File: src/rtl/fetch_pkg.sv
// -----------------------------------------------------------------------------
// fetch_pkg
//   Shared definitions for the instruction-fetch front end.
//   - DEF_* : default widths, PC step and reset PC used by fetch_queue_unit
//   - fetch_entry_t : {instr, pc_next} record at the default widths, the
//     layout stored in the prefetch queue (instr in the upper bits)
// -----------------------------------------------------------------------------
package fetch_pkg;

  localparam int unsigned DEF_ADDR_W   = 16;
  localparam int unsigned DEF_INSTR_W  = 16;
  localparam int unsigned DEF_DEPTH    = 4;
  localparam int unsigned DEF_PC_STEP  = 2;
  localparam logic [15:0] DEF_RESET_PC = 16'h0000;

  typedef struct packed {
    logic [DEF_INSTR_W-1:0] instr;
    logic [DEF_ADDR_W-1:0]  pc_next;
  } fetch_entry_t;

endpackage

File: src/rtl/sync_fifo_flush.sv
// -----------------------------------------------------------------------------
// sync_fifo_flush
//   Synchronous FIFO with a single-cycle flush. The head entry is read
//   straight out of the storage registers, so a push becomes visible at the
//   head on the cycle after it is written (no bypass).
// Ports
//   clk_i    in   clock (rising edge)
//   rst_i    in   synchronous active-high reset
//   flush_i  in   discard all entries; wins over push and pop
//   push_i   in   write data_i (accepted when not full, or when popping)
//   data_i   in   WIDTH-bit entry
//   pop_i    in   advance the head (ignored while empty)
//   head_o   out  head entry, all zeros while empty
//   full_o   out  occupancy == DEPTH
//   empty_o  out  occupancy == 0
//   count_o  out  occupancy, 0..DEPTH
// -----------------------------------------------------------------------------
module sync_fifo_flush #(
  parameter int WIDTH = 32,
  parameter int DEPTH = 4
) (
  input  logic                     clk_i,
  input  logic                     rst_i,
  input  logic                     flush_i,
  input  logic                     push_i,
  input  logic [WIDTH-1:0]         data_i,
  input  logic                     pop_i,
  output logic [WIDTH-1:0]         head_o,
  output logic                     full_o,
  output logic                     empty_o,
  output logic [$clog2(DEPTH):0]   count_o
);

  localparam int PTR_W = $clog2(DEPTH);
  localparam int CNT_W = PTR_W + 1;

  logic [WIDTH-1:0] mem_q [DEPTH];
  logic [PTR_W-1:0] wr_ptr_q, wr_ptr_d;
  logic [PTR_W-1:0] rd_ptr_q, rd_ptr_d;
  logic [CNT_W-1:0] count_q, count_d;
  logic             do_push, do_pop;

  assign full_o  = (count_q == CNT_W'(DEPTH));
  assign empty_o = (count_q == '0);
  assign count_o = count_q;

  // A full queue still takes a push when the head leaves in the same cycle.
  assign do_pop  = pop_i & ~empty_o;
  assign do_push = push_i & (~full_o | do_pop);

  always_comb begin
    wr_ptr_d = wr_ptr_q;
    rd_ptr_d = rd_ptr_q;
    count_d  = count_q;
    if (flush_i) begin
      wr_ptr_d = '0;
      rd_ptr_d = '0;
      count_d  = '0;
    end else begin
      // DEPTH is a power of two, so pointers wrap by plain overflow.
      if (do_push) wr_ptr_d = wr_ptr_q + PTR_W'(1);
      if (do_pop)  rd_ptr_d = rd_ptr_q + PTR_W'(1);
      case ({do_push, do_pop})
        2'b10:   count_d = count_q + CNT_W'(1);
        2'b01:   count_d = count_q - CNT_W'(1);
        default: count_d = count_q;
      endcase
    end
  end

  always_ff @(posedge clk_i) begin
    if (rst_i) begin
      wr_ptr_q <= '0;
      rd_ptr_q <= '0;
      count_q  <= '0;
    end else begin
      wr_ptr_q <= wr_ptr_d;
      rd_ptr_q <= rd_ptr_d;
      count_q  <= count_d;
    end
  end

  // Storage needs no reset: entries are only observable while counted.
  always_ff @(posedge clk_i) begin
    if (do_push && !flush_i) mem_q[wr_ptr_q] <= data_i;
  end

  assign head_o = empty_o ? '0 : mem_q[rd_ptr_q];

endmodule

File: src/rtl/fetch_queue_unit.sv
// -----------------------------------------------------------------------------
// fetch_queue_unit
//   Instruction-fetch front end with a prefetch queue. Owns the PC, reads a
//   combinational instruction memory every cycle and queues {instr, pc_next}
//   pairs for decode. Redirects flush the queue and load a new PC; halt stops
//   fetching while already-queued entries drain.
// Ports
//   clock           in   rising-edge clock
//   reset           in   synchronous active-high reset
//   imem_addr       out  fetch address (the PC register)
//   imem_rdata      in   instruction at imem_addr, same cycle
//   redirect_valid  in   branch/jump taken this cycle
//   redirect_addr   in   new PC on redirect
//   halt_req        in   stop fetching; sticky until redirect or reset
//   out_valid       out  queue head valid
//   out_instr       out  head instruction (0 while empty)
//   out_pc_next     out  head fetch address + PC_STEP (0 while empty)
//   out_ready       in   decode accepts the head
//   halted          out  halt latched
//   count           out  queue occupancy
//
// Handshake: the head transfers on a cycle where out_valid & out_ready are
// both high at the rising edge. While out_valid is high and out_ready is low,
// out_instr / out_pc_next hold their value (unless a redirect flushes the
// queue). out_ready while out_valid is low has no effect.
// -----------------------------------------------------------------------------
module fetch_queue_unit
  import fetch_pkg::*;
#(
  parameter int                ADDR_W   = DEF_ADDR_W,
  parameter int                INSTR_W  = DEF_INSTR_W,
  parameter int                DEPTH    = DEF_DEPTH,
  parameter logic [ADDR_W-1:0] PC_STEP  = ADDR_W'(DEF_PC_STEP),
  parameter logic [ADDR_W-1:0] RESET_PC = ADDR_W'(DEF_RESET_PC)
) (
  input  logic                   clock,
  input  logic                   reset,
  output logic [ADDR_W-1:0]      imem_addr,
  input  logic [INSTR_W-1:0]     imem_rdata,
  input  logic                   redirect_valid,
  input  logic [ADDR_W-1:0]      redirect_addr,
  input  logic                   halt_req,
  output logic                   out_valid,
  output logic [INSTR_W-1:0]     out_instr,
  output logic [ADDR_W-1:0]      out_pc_next,
  input  logic                   out_ready,
  output logic                   halted,
  output logic [$clog2(DEPTH):0] count
);

  localparam int ENTRY_W = INSTR_W + ADDR_W;

  logic [ADDR_W-1:0]  pc_q, pc_d;
  logic               halted_q, halted_d;
  logic [ADDR_W-1:0]  pc_seq;
  logic               pop, fetch_en;
  logic               q_full, q_empty;
  logic [ENTRY_W-1:0] push_entry, head_entry;

  assign pc_seq = pc_q + PC_STEP;   // wraps modulo 2^ADDR_W

  assign pop = out_valid & out_ready;

  // halt_req blocks fetch in the cycle it arrives, before halted_q is set.
  // A full queue may still fetch when the head pops this cycle.
  assign fetch_en = ~halted_q & ~halt_req & ~redirect_valid & (~q_full | pop);

  // Same {instr, pc_next} layout as fetch_entry_t, at this instance's widths.
  assign push_entry = {imem_rdata, pc_seq};

  always_comb begin
    pc_d     = pc_q;
    halted_d = halted_q;
    if (redirect_valid) begin
      pc_d     = redirect_addr;
      halted_d = 1'b0;
    end else begin
      if (fetch_en) pc_d = pc_seq;
      if (halt_req) halted_d = 1'b1;
    end
  end

  always_ff @(posedge clock) begin
    if (reset) begin
      pc_q     <= RESET_PC;
      halted_q <= 1'b0;
    end else begin
      pc_q     <= pc_d;
      halted_q <= halted_d;
    end
  end

  // A pop coinciding with a redirect is simply lost in the flush.
  sync_fifo_flush #(
    .WIDTH (ENTRY_W),
    .DEPTH (DEPTH)
  ) u_queue (
    .clk_i   (clock),
    .rst_i   (reset),
    .flush_i (redirect_valid),
    .push_i  (fetch_en),
    .data_i  (push_entry),
    .pop_i   (pop),
    .head_o  (head_entry),
    .full_o  (q_full),
    .empty_o (q_empty),
    .count_o (count)
  );

  assign out_valid   = ~q_empty;
  assign out_instr   = head_entry[ENTRY_W-1:ADDR_W];
  assign out_pc_next = head_entry[ADDR_W-1:0];
  assign imem_addr   = pc_q;
  assign halted      = halted_q;

endmodule

File: config.mk
export PLATFORM = sky130hd
export DESIGN_NAME = fetch_queue_unit
export DESIGN_NICKNAME = d
export VERILOG_FILES = /design/src/rtl/fetch_pkg.sv /design/src/rtl/sync_fifo_flush.sv /design/src/rtl/fetch_queue_unit.sv
export SDC_FILE = /design/constraint.sdc
export NUM_CORES = 1
export LEC_CHECK = 0
export CAP_MARGIN = 10
export CORE_ASPECT_RATIO = 0.6
export CORE_MARGIN = 4
export CORE_UTILIZATION = 34
export DETAILED_ROUTE_END_ITERATION = 7
export GPL_TIMING_DRIVEN = 0
export PLACE_DENSITY = 0.51
export SYNTH_ARGS = -nofsm -noshare
export SYNTH_HDL_FRONTEND = slang
export SYNTH_SLANG_ARGS = --single-unit
File: constraint.sdc
create_clock -name clock -period 6.8 [get_ports clock]
set_clock_uncertainty 0.1 [all_clocks]
set_input_delay 1.7 -clock clock [delete_from_list [all_inputs] [get_ports clock]]
set_output_delay 1.7 -clock clock [all_outputs]
set_load 0.05 [all_outputs]
# After elaboration in Yosys (flattened, before gate mapping)
# Memory sizes are Yosys's and may differ from the RTL's. A register that Yosys moved wholly into a read port is not among the register bits.
# Index checks and enable logic that the tools add are counted.
# classes
eq_ne	3
n_addsub	5
n_reduce_logical	6
bitwise_logic	13
n_mux	8
n_mul	0
order_cmp	0
shift	0
n_div	0
# ops
op	n
16-bit 2-to-1 mux	2
32-bit 2-to-1 mux	1
16-bit by 2-bit adder with 16-bit output, second input constant	1
1-bit AND	6
3-bit one-hot mux with 2 select lines	1
1-bit inverter	5
2-bit by 1-bit adder with 2-bit output, second input constant	2
2-bit 2-to-1 mux	2
2-bit nonzero test	2
3-bit by 1-bit adder with 3-bit output, second input constant	1
3-bit equality test, second input constant	1
3-bit zero test	1
3-bit by 1-bit subtractor with 3-bit output, second input constant	1
2-bit by 1-bit equality test with 1-bit output, second input constant	1
2-bit equality test, second input constant	1
1-bit 2-to-1 mux	2
1-bit OR	2
2-bit OR reduction	1
1-bit logical AND	1
1-bit zero test	1
# word_totals
memories	1
word_cells	41
rom_bits	0
latch_bits	0
ff_bits	24
mem_bits_rw	128
input_bits	37
output_inout_bits	53
# mem_list
name	words	width	read_ports	rd_ports_with_merged_regs	wr	line	rtl
u_queue.mem_q	4	32	1	1	1	sync_fifo_flush.sv:37	logic [WIDTH-1:0] mem_q [DEPTH];

# Logic depth before layout (Yosys ltp)
# logic_depth
word_depth	9
depth_mapped	12
depth_no_buf	10

# By module
# From an unflattened synthesis, not the netlist that was laid out.
# hier_totals
cells_unflattened	414
area_unflattened_um2	6605.1
# by_module_without_submodules
module	cells_each	seq_area_each_um2	area_each_um2	instances
sync_fifo_flush	270	4023.9	5452.7	1
fetch_queue_unit	144	340.3	1152.4	1

# Worst setup path after synthesis
# No wires, ideal clock.
# synth_timing
path_kind	flip-flop to output port
from	register u_queue.count_q[0] (netlist: u_queue.count_o[0])
to	output out_instr[10]
setup_slack_ns	2.808
n_path_buf	2
path_stages_with_launch	5
t_required_ns	5.000
arrival_time_ns	2.192
path_cell_list	dfxtp_1 -> or3_1 -> clkbuf_1 -> clkbuf_1 -> and2_1
# synth_between
elab_chain_cells	2
# synth_lines
element	line	rtl
start: declaration	sync_fifo_flush.sv:40	logic [CNT_W-1:0] count_q, count_d;
start signal: assignment	sync_fifo_flush.sv:79	count_q <= count_d;
3-bit zero test	sync_fifo_flush.sv:44	assign empty_o = (count_q == '0);
32-bit 2-to-1 mux	sync_fifo_flush.sv:88	assign head_o = empty_o ? '0 : mem_q[rd_ptr_q];
end: declaration	fetch_queue_unit.sv:44	output logic [INSTR_W-1:0] out_instr,
# No other way between the ends.

# Worst setup path in the final report
# layout_timing
from	register u_queue.count_q[1] (netlist: u_queue.count_o[1])
to	output out_pc_next[12]
# layout_between
elab_chain_cells	2
# layout_lines
element	line	rtl
3-bit zero test	sync_fifo_flush.sv:44	
32-bit 2-to-1 mux	sync_fifo_flush.sv:88	
end: declaration	fetch_queue_unit.sv:45	output logic [ADDR_W-1:0] out_pc_next,
# No other way between the ends.

==> results.py <==
metrics = {
    "worst_hold_path": {
        "hold_end": "u_queue.wr_ptr_q[1]",
        "min_path_cells": 2,
        "hold_start": "u_queue.wr_ptr_q[1]",
        "worstHoldPathType": "flip-flop to flip-flop",
    },
    "setup_path": {
        "max_stage_delay_ns": 0.81,
        "end_kind": "output port",
        "crit_chain": "or3_1 > clkbuf_1 > clkbuf_1 > and2_1 > clkdlybuf4s50_1",
        "r2r-start": "u_queue.count_o[1]",
        "startpoint_type": "flip-flop",
        "reg2reg_to": "u_queue.count_o[2]",
        "cp_common_cell": "clkbuf_1",
        "crit_fanout": 10,
        "slowest_stage": "clkdlybuf4s50_1",
        "worstPathRequired_ns": 5.00,
        "r2r_cells": 11,
        "crit_type": "flip-flop to output port",
        "critPathArrivalTime_ns": 2.88,
        "r2r_setup_slack_ns": 4.00,
    },
    "die": {
        "die_height_um": 114,
        "pin_count": 90,
        "start_util": 0.350,
        "core_mm2": 0.0183,
        "fp-row-count": 38,
        "die_x_um": 185,
        "dieArea_mm2": 0.0212,
    },
    "synthesis": {
        "avgSynthCellArea_um2": 16.3,
        "post-synth-top-area-cell": "edfxtp_1",
        "ys_seq_area_frac": 0.680,
        "yosysMostFrequentCell": "edfxtp_1",
        "ys_ff_latch": 154,
        "syn_nets": 438,
        "synth-edff-count": 128,
        "netlist_area_mm2": 0.00641,
        "synthTopCellsByCount": "128 x edfxtp_1, 33 x and2_1, 32 x mux4_2, 26 x dfxtp_1, 24 x nor2_1",
        "synth_cell_types": 42,
        "ys_warn_count": 0,
        "synthCells": 394,
        "synth_area_leaders": "edfxtp_1 60%, mux4_2 11%, dfxtp_1 8.1%",
        "synth_top_area_share": 0.599,
        "synthFlopType": "edfxtp_1",
        "async_flop_share": 0,
    },
    "sta": {
        "tns_ns": 0,
        "slew_headroom": 0.510,
        "period_share": 0.688,
        "min_period_ns": 4.68,
        "setup_ws_ns": 2.12,
        "rsz0062_at_grt": "no",
        "report.final.setup_viol": 0,
        "drv_slew": 0,
        "fmax_mhz": 214,
        "tightest_slew_ns": 0.735,
        "final_hold_viol_count": 0,
    },
    "power_and_ir_drop": {
        "comb_power_share": 0.091,
        "p_clk_frac": 0.424,
        "p_leak_uw": 0.00270,
        "p_switching_uw": 539,
        "ir_worst_vdd_uv": 142,
        "p_seq_frac": 0.486,
        "swShare": 0.247,
        "p_int_uw": 1650,
        "power.density_mw_per_mm2": 264,
        "power_uw": 2180,
    },
    "detailed_routing": {
        "avgViaCountPerCell": 4.85,
        "antenna_left": 0,
        "num_vias": 3676,
        "drt_iter0_markers": 213,
        "drc_errors": 0,
        "dr.pass1.iters": 4,
        "drt_wl_total_um": 14300,
        "wl_per_cell_um": 18.9,
    },
    "clock_tree": {
        "clk_pin_slew_ns": 0.06,
        "clock_latency_ns": 0.41,
        "clock-sinks": 154,
        "cts_buffers": 17,
        "ctsHoldBuffers": 0,
        "post_cts_resized": 0,
        "root_buffer": "clkbuf_16",
        "cts_tree": "yes",
        "cts_setup_buffers": 0,
        "clockBufferDepth": 2,
        "htree_levels": 4,
    },
    "layout": {
        "multi_input_area_mm2": 0.00190,
        "final_area_mm2": 0.00827,
        "register_area_mm2": 0.00436,
        "area_growth_pct": 28.9,
        "nFillCells": 1624,
        "drive_gt1_frac": 0.160,
        "num_antenna_cells": 0,
        "finalNetCount": 549,
    },
    "run_status": {
        "status": "complete, no violations",
    },
    "grt": {
        "grt_pass1_vias": 3934,
        "antenna_found_initial": 0,
        "gr-total-overflow": 0,
        "grt_pass1_wl_um": 22300,
        "grt_max_degree": 25,
        "track_usage": 0.141,
    },
    "placement": {
        "port_buffers": 88,
        "dp_hpwl_um": 9630,
        "routabilityCongestion": 0.788,
        "dpl-instance-area_mm2": 0.00769,
        "pre_cts_slack_ns": 2.21,
    },
    "run": {
        "cap_violations": 0,
    },
}
[sequential cells by signal (all words and copies together), names as in the netlist, named ones only]
signal and flops:
u_queue.wr_ptr_q 2, u_queue.rd_ptr_q 2, u_queue.count_o 3, halted 1
imem_addr 16, u_queue.mem_q 128
[cell usage in the layout, fill, tap and decap left out, types with 3 or more instances in the layout]
master           synthesis  final
nand4_1                  4      4
inv_6                    0      3
and3_1                   8      4
nand3_1                  4      4
and3_2                   0      4
inv_8                    0      5
or3_1                    3      3
nor3_1                   6      6
clkbuf_16                0     17
inv_1                   11     11
nor3b_1                  3      3
mux4_2                  32     32
dfxtp_1                 26     26
a211oi_1                 7      7
or2_1                    3      3
clkbuf_1                14     15
nor4_1                   5      5
clkinv_4                 0      3
xnor2_1                 14     14
edfxtp_1               128    128
clkdlybuf4s50_1          0     88
nor2_1                  24     24
nand2_1                 14     14
and2_1                  33     33
buf_12                   0      3
a21oi_1                  3      3
buf_2                    5      5
ha_1                     6      6
mux2i_1                  3      3
xor2_1                  11     11
[power by group through the flow]
stage / combinational, µW / clock [µW] / sequential [µW]
2_1_floorplan: 92.3 / 0 / 1100
3_3_place_gp: 195 / 0 / 1080
3_5_place_dp: 200 / 0 / 1080
4_1_cts: 200 / 947 / 1060
5_1_grt: 212 / 989 / 1060
6_report: 198 / 925 / 1060
[worst max-delay path by stage]
| stage | cells after the start | slack, ns | to | start |
|---|---|---|---|---|
| after floorplan | 4 | 2.81 | out_instr[10] | u_queue.count_o[0] |
| after global placement | 5 | 1.51 | u_queue.mem_q[2][15] | redirect_valid |
| after detailed placement | 12 | 2.21 | u_queue.count_o[2] | out_ready |
| after CTS | 5 | 2.07 | out_pc_next[12] | u_queue.count_o[1] |
| after global routing | 5 | 1.92 | out_pc_next[13] | u_queue.count_o[0] |
| final | 5 | 2.12 | out_pc_next[12] | u_queue.count_o[1] |
[cell type report]
| class | count | share of cell area |
|---|---|---|
| well taps | 240 | 0.0363 |
| clock inverters | 14 | 0.0183 |
| repair buffers | 92 | 0.117 |
| clock buffers | 18 | 0.0519 |
| plain buffers | 24 | 0.0139 |
| inverters | 11 | 0.00499 |
| flip-flops and latches | 154 | 0.528 |
| multi-input cells | 205 | 0.230 |
[per-layer routing]
layer / GRT usage / vias to the layer above / wire length (µm)
met2: 0.203 / 85 / 6120
met1: 0.216 / 1851 / 7400
met3: 0.0362 / 6 / 752
li1: - / 1734 / -
met5: 0 / - / 0
met4: 0.0283 / 0 / 59
[cells by family (layout without fill, tap and decap cells)]
kind of cell,after synthesis,count (layout),synth area share
multiplexers,35,35,0.117
AND/OR/NAND/NOR,114,114,0.100
buffers and inverters,35,159,0.0244
XOR/XNOR,25,25,0.0341
adder cells (fa/ha/maj),7,7,0.0148
flip-flops,154,154,0.680
AO/OA/AOI/OAI,24,24,0.0289
[worst max-delay path, delay by kind of cell, from the launching register on]
| kind | cells | cell delay (ns) |
|---|---|---|
| flops | 1 | 0.48 |
| simple gates | 2 | 0.41 |
| buf+inv | 3 | 1.58 |
[stage by stage]
step            util  hold WS [ns]  cells
3_3_place_gp   0.415         0.384    722
5_1_grt        0.452         0.435    758
4_1_cts        0.452         0.406    758
6_report       0.452         0.410    758
2_1_floorplan      -         0.369    394
3_5_place_dp   0.420         0.397    726
Power figures use the tool's default switching activity.
==> RTL change 1, RTL diff (same flow settings) <==
The package constant `DEF_DEPTH` goes from 4 to 2.
--- a/src/rtl/fetch_pkg.sv
+++ b/src/rtl/fetch_pkg.sv
@@ -9,7 +9,7 @@
 
   localparam int unsigned DEF_ADDR_W   = 16;
   localparam int unsigned DEF_INSTR_W  = 16;
-  localparam int unsigned DEF_DEPTH    = 4;
+  localparam int unsigned DEF_DEPTH    = 2;
   localparam int unsigned DEF_PC_STEP  = 2;
   localparam logic [15:0] DEF_RESET_PC = 16'h0000;
 
Ports: changed (resized count); port bits go from 90 to 89. The function was not compared with the original's and may differ.
==> RTL change 1 against the unedited design <==
Combinational power decreased by 15%; routed wire length decreased by 35%; sequential cell count decreased by 68; synthesized area decreased by 42%; utilization increased by 2.9 points; sequential share of layout area decreased by 6.4 points; final area decreased by 38%; register-to-register slack about the same; worst setup slack improved by 82 ps; total power decreased by 43%; largest power group unchanged.
==> RTL change 1: results (changes against the unedited design) <==
Setup path
  • Critical Path AT: 2800 ps (-80 ps)
  • Worst Setup EP: out_pc_next[7]

Status
  • Status: completed

Routing
  • Met3 wire length: 665 microns (-12%)
  • Routed via count: 2606 (-29%)
  • Met1 WL: 4640 microns (-37%)

GRT
  • Pin count of the biggest net entering global routing: 33 (+32%)
  • GRT met2 Usage: 22.6% (+2.3 points)
  • GR Util All Layers: 15.4% (+1.4 points)
  • Met1 Use GR: 22.4% (+0.79 points)

Cells and area
  • Multi-input gates: 184 (-10%)
  • Invs w/o clock: 7 (-4)
  • Layout Nets: 433 (-21%)
  • Area occupied by multi-input gates: 1260 sq um (-34%)
  • Signal buf overhead: 19.2% (+6.1 points)
  • Share of layout cells above drive strength 1: 7.02% (-9.0 points)
  • Fill count: 993 (-39%)
  • Bufs w/o clock: 106 (-8.6%)

Worst hold path
  • Hold wc startpoint: imem_addr[0]

Pwr
  • Max VDD drop: 154 uV (+8.8%)

Clock tree
  • Htree depth: 3 (-1)
  • CTS buffer count: 9 (-8)
  • CTS sink cnt: 86 (-44%)
  • Clk_lat worst skew: 340 ps (-70 ps)

Synth
  • Compound-Gate Fraction of Synth Area: 4.48% (+1.6 points)
  • Post-synth top cells: edfxtp_1, nor2_1, mux2i_1, dfxtp_1, xnor2_1
  • Register area share after synthesis: 63.7% (-4.4 points)
  • Synth cell types: 39 (-7.1%)
  • Adder-Cell Fraction of Synth Area: 0.674% (-0.81 points)
  • Syn nets: 333 (-24%)
  • EDFF count, synth: 64 (-50%)

Place
  • Final HPWL DP: 6750 microns (-30%)
==> RTL change 1: cell types whose count changed in the layout (fill, tap and decap cells not counted), moves of 5 or more <==
cell       unedited run  this run
edfxtp_1            128        64
and2_1               33         1
mux4_2               32         0
mux2i_1               3        33
nor2_1               24        54
clkbuf_16            17         9
nand2_1              14         8
inv_1                11         6
inv_8                 5         0
==> RTL change 1: report_power, final <==
| part | switching, uW | internal (uW) |
|---|---|---|
| sequential | 15.3 | 586 |
| combinational | 103 | 64.7 |
| clock | 198 | 285 |
| total | 316 | 936 |
==> RTL change 1: metrics by stage <==
step / instance area (sq um) / std cells / utilization, % / setup slack, ps / hold slack, ps
floorplan: 3710 / 294 / - / 2300 / 348
global placement: 4770 / 521 / 45.0 / 541 / 382
detailed placement: 4800 / 522 / 45.3 / 2180 / 398
CTS: 5090 / 538 / 48.1 / 2180 / 417
global route: 5090 / 538 / 48.1 / 2090 / 440
finish: 5090 / 538 / 48.1 / 2200 / 410
==> RTL change 2, RTL diff (config.mk and constraints unchanged) <==
Made on the original files. Reset style: asynchronous (`reset` and `rst_i`), changed in 2 clocked blocks. Comments in the files are not updated.
--- a/src/rtl/sync_fifo_flush.sv
+++ b/src/rtl/sync_fifo_flush.sv
@@ -68,7 +68,7 @@
     end
   end
 
-  always_ff @(posedge clk_i) begin
+  always_ff @(posedge clk_i or posedge rst_i) begin
     if (rst_i) begin
       wr_ptr_q <= '0;
       rd_ptr_q <= '0;
--- a/src/rtl/fetch_queue_unit.sv
+++ b/src/rtl/fetch_queue_unit.sv
@@ -80,7 +80,7 @@
     end
   end
 
-  always_ff @(posedge clock) begin
+  always_ff @(posedge clock or posedge reset) begin
     if (reset) begin
       pc_q     <= RESET_PC;
       halted_q <= 1'b0;
Function: differs if reset is asserted again (counterexample within 4 cycles, from zero or initial values and one cycle with reset high); with reset held inactive, the same outputs for 4 cycles.
==> RTL change 2 against the unedited design <==
Hold slack better by 51 ps; first-iteration DRC count up 2.8%; count of clock-buffer cells in the layout down 1; routed wire length up 3.3%; sequential cell count down 2; synthesized area up 1.7%; via count up 2.7%; final area up 1.0%; sequential share of layout area up 0.42 points; global-route usage up 0.61 points; worst setup slack worse by 76 ps.
Power is not compared: it rests on default switching activity, and its combinational part moved more than twofold at a synthesized area within 25%.
==> RTL change 2: results (changes against the unedited design) <==
Place
  • GPL Wtd Cong: 0.773 (-1.9%)
  • DP Area: 7800 sq um (+1.4%)
  • Buffers added on ports: 89 (+1.1%)
  • Cell count after placement: 728 (+0.28%)
  • Final HPWL DP: 10100 microns (+4.7%)
  • Pre-CTS setup slack: 2300 ps (+84.8 ps)

Setup path
  • Critical Path AT: 2960 ps (+80 ps)
  • Cells on worst reg2reg path: 8 (-3)

Synth
  • Primary FF master, synth: edfxtp_1
  • Async set or reset register ratio after synthesis: 15.8% (+16 points)
  • Register area share after synthesis: 68.2% (+0.12 points)
  • Top post-synthesis cells by area: edfxtp_1, mux4_2, dfrtp_1
  • Cells after synthesis: 395 (+0.25%)
  • Post-synth top cells: edfxtp_1, and2_1, mux4_2, dfrtp_1, nand2_1
  • YS warnings: 0 (unchanged)

Cells and area
  • Share of layout cells above drive strength 1: 16.9% (+0.90 points)
  • Layout Nets: 550 (+0.18%)
  • Syn-to-layout area delta: 28.1%
  • Fill count: 1666 (+2.6%)

GRT
  • GR Util All Layers: 14.7% (+0.61 points)
  • First-pass GRT wire length: 23800 microns (+6.5%)
  • Number of global-route vias before repair: 4044 (+2.8%)
  • Pin count of the biggest net entering global routing: 26 (+4.0%)

Timing
  • Worst rel slew slack: 30.4% (-21 points)

Status
  • Status: completed

Routing
  • Initial DRC count: 219 (+2.8%)
  • Pre-antenna DRT Iters: 5 (+1)
  • Routed WL: 14800 microns (+3.3%)
  • Vias per std cell: 4.97 (+2.5%)
  • Drt wl/cell: 19.5 microns (+3.0%)

Clock tree
  • Cts repair resizes: 0 (unchanged)
  • CTS buffer count: 17 (unchanged)

Pwr
  • Sw frac: 38.2%
  • Leakage: 0.00275 uW

Worst hold path
  • Hold path depth: 0 (-2)
-- RTL change 2: cell count changes in the layout (fill, tap and decap cells not counted), sizes merged, moves of 4 or more --
cell	unedited run	this run
nor2b	0	5
buf	14	10
nor2	24	15
dfrtp	0	24
nand2	14	22
nand3	4	14
a211oi	7	0
dfxtp	26	0
and3	8	0
o21ai	2	8
-- RTL change 2: cells by family (layout without fill, tap and decap cells) --
kind of cell / count (synthesis) / count (layout) / share of synthesized area [%]
xor gates and xnor gates: 23 / 23 / 3.09
DFF: 152 / 152 / 68.2
adders and majority gates: 6 / 6 / 1.27
and+or+nand+nor: 127 / 127 / 11.5
buffers and inverters: 27 / 152 / 1.71
muxes: 40 / 40 / 12.4
AOI/OAI and AO/OA: 20 / 20 / 1.94
-- RTL change 2: layout make-up --
type | count | area share (%)
Sequential cell | 152 | 53.2
Multi-Input combinational cell | 216 | 23.6
Timing Repair Buffer | 93 | 11.6
Clock buffer | 17 | 5.09
Tap cell | 240 | 3.59
Clock inverter | 15 | 1.57
Buffer | 21 | 1.06
Inverter | 6 | 0.270
-- RTL change 2: worst paths after layout --
check                                     from                   to  slack [ps]
min in group asynchronous                reset         imem_addr[7]        1720
hold / removal                    imem_addr[0]  u_queue.mem_q[0][0]         460
max in group asynchronous                reset         imem_addr[4]        4230
setup reg to reg            u_queue.count_o[1]   u_queue.count_o[2]        4130
setup / recovery           u_queue.rd_ptr_q[1]        out_instr[14]        2040
hold reg to reg                   imem_addr[0]  u_queue.mem_q[0][0]         460
-- RTL change 2: per-layer routing --
metal / vias up / global-route usage (%) / share of wire [%] / wire length (microns)
li1: 1734 / - / - / -
met1: 1922 / 21.2 / 50 / 7420
met2: 111 / 21.7 / 44 / 6440
met3: 10 / 5.04 / 5.6 / 836
met4: 0 / 3.40 / 0.72 / 107
met5: - / 0 / 0 / 0
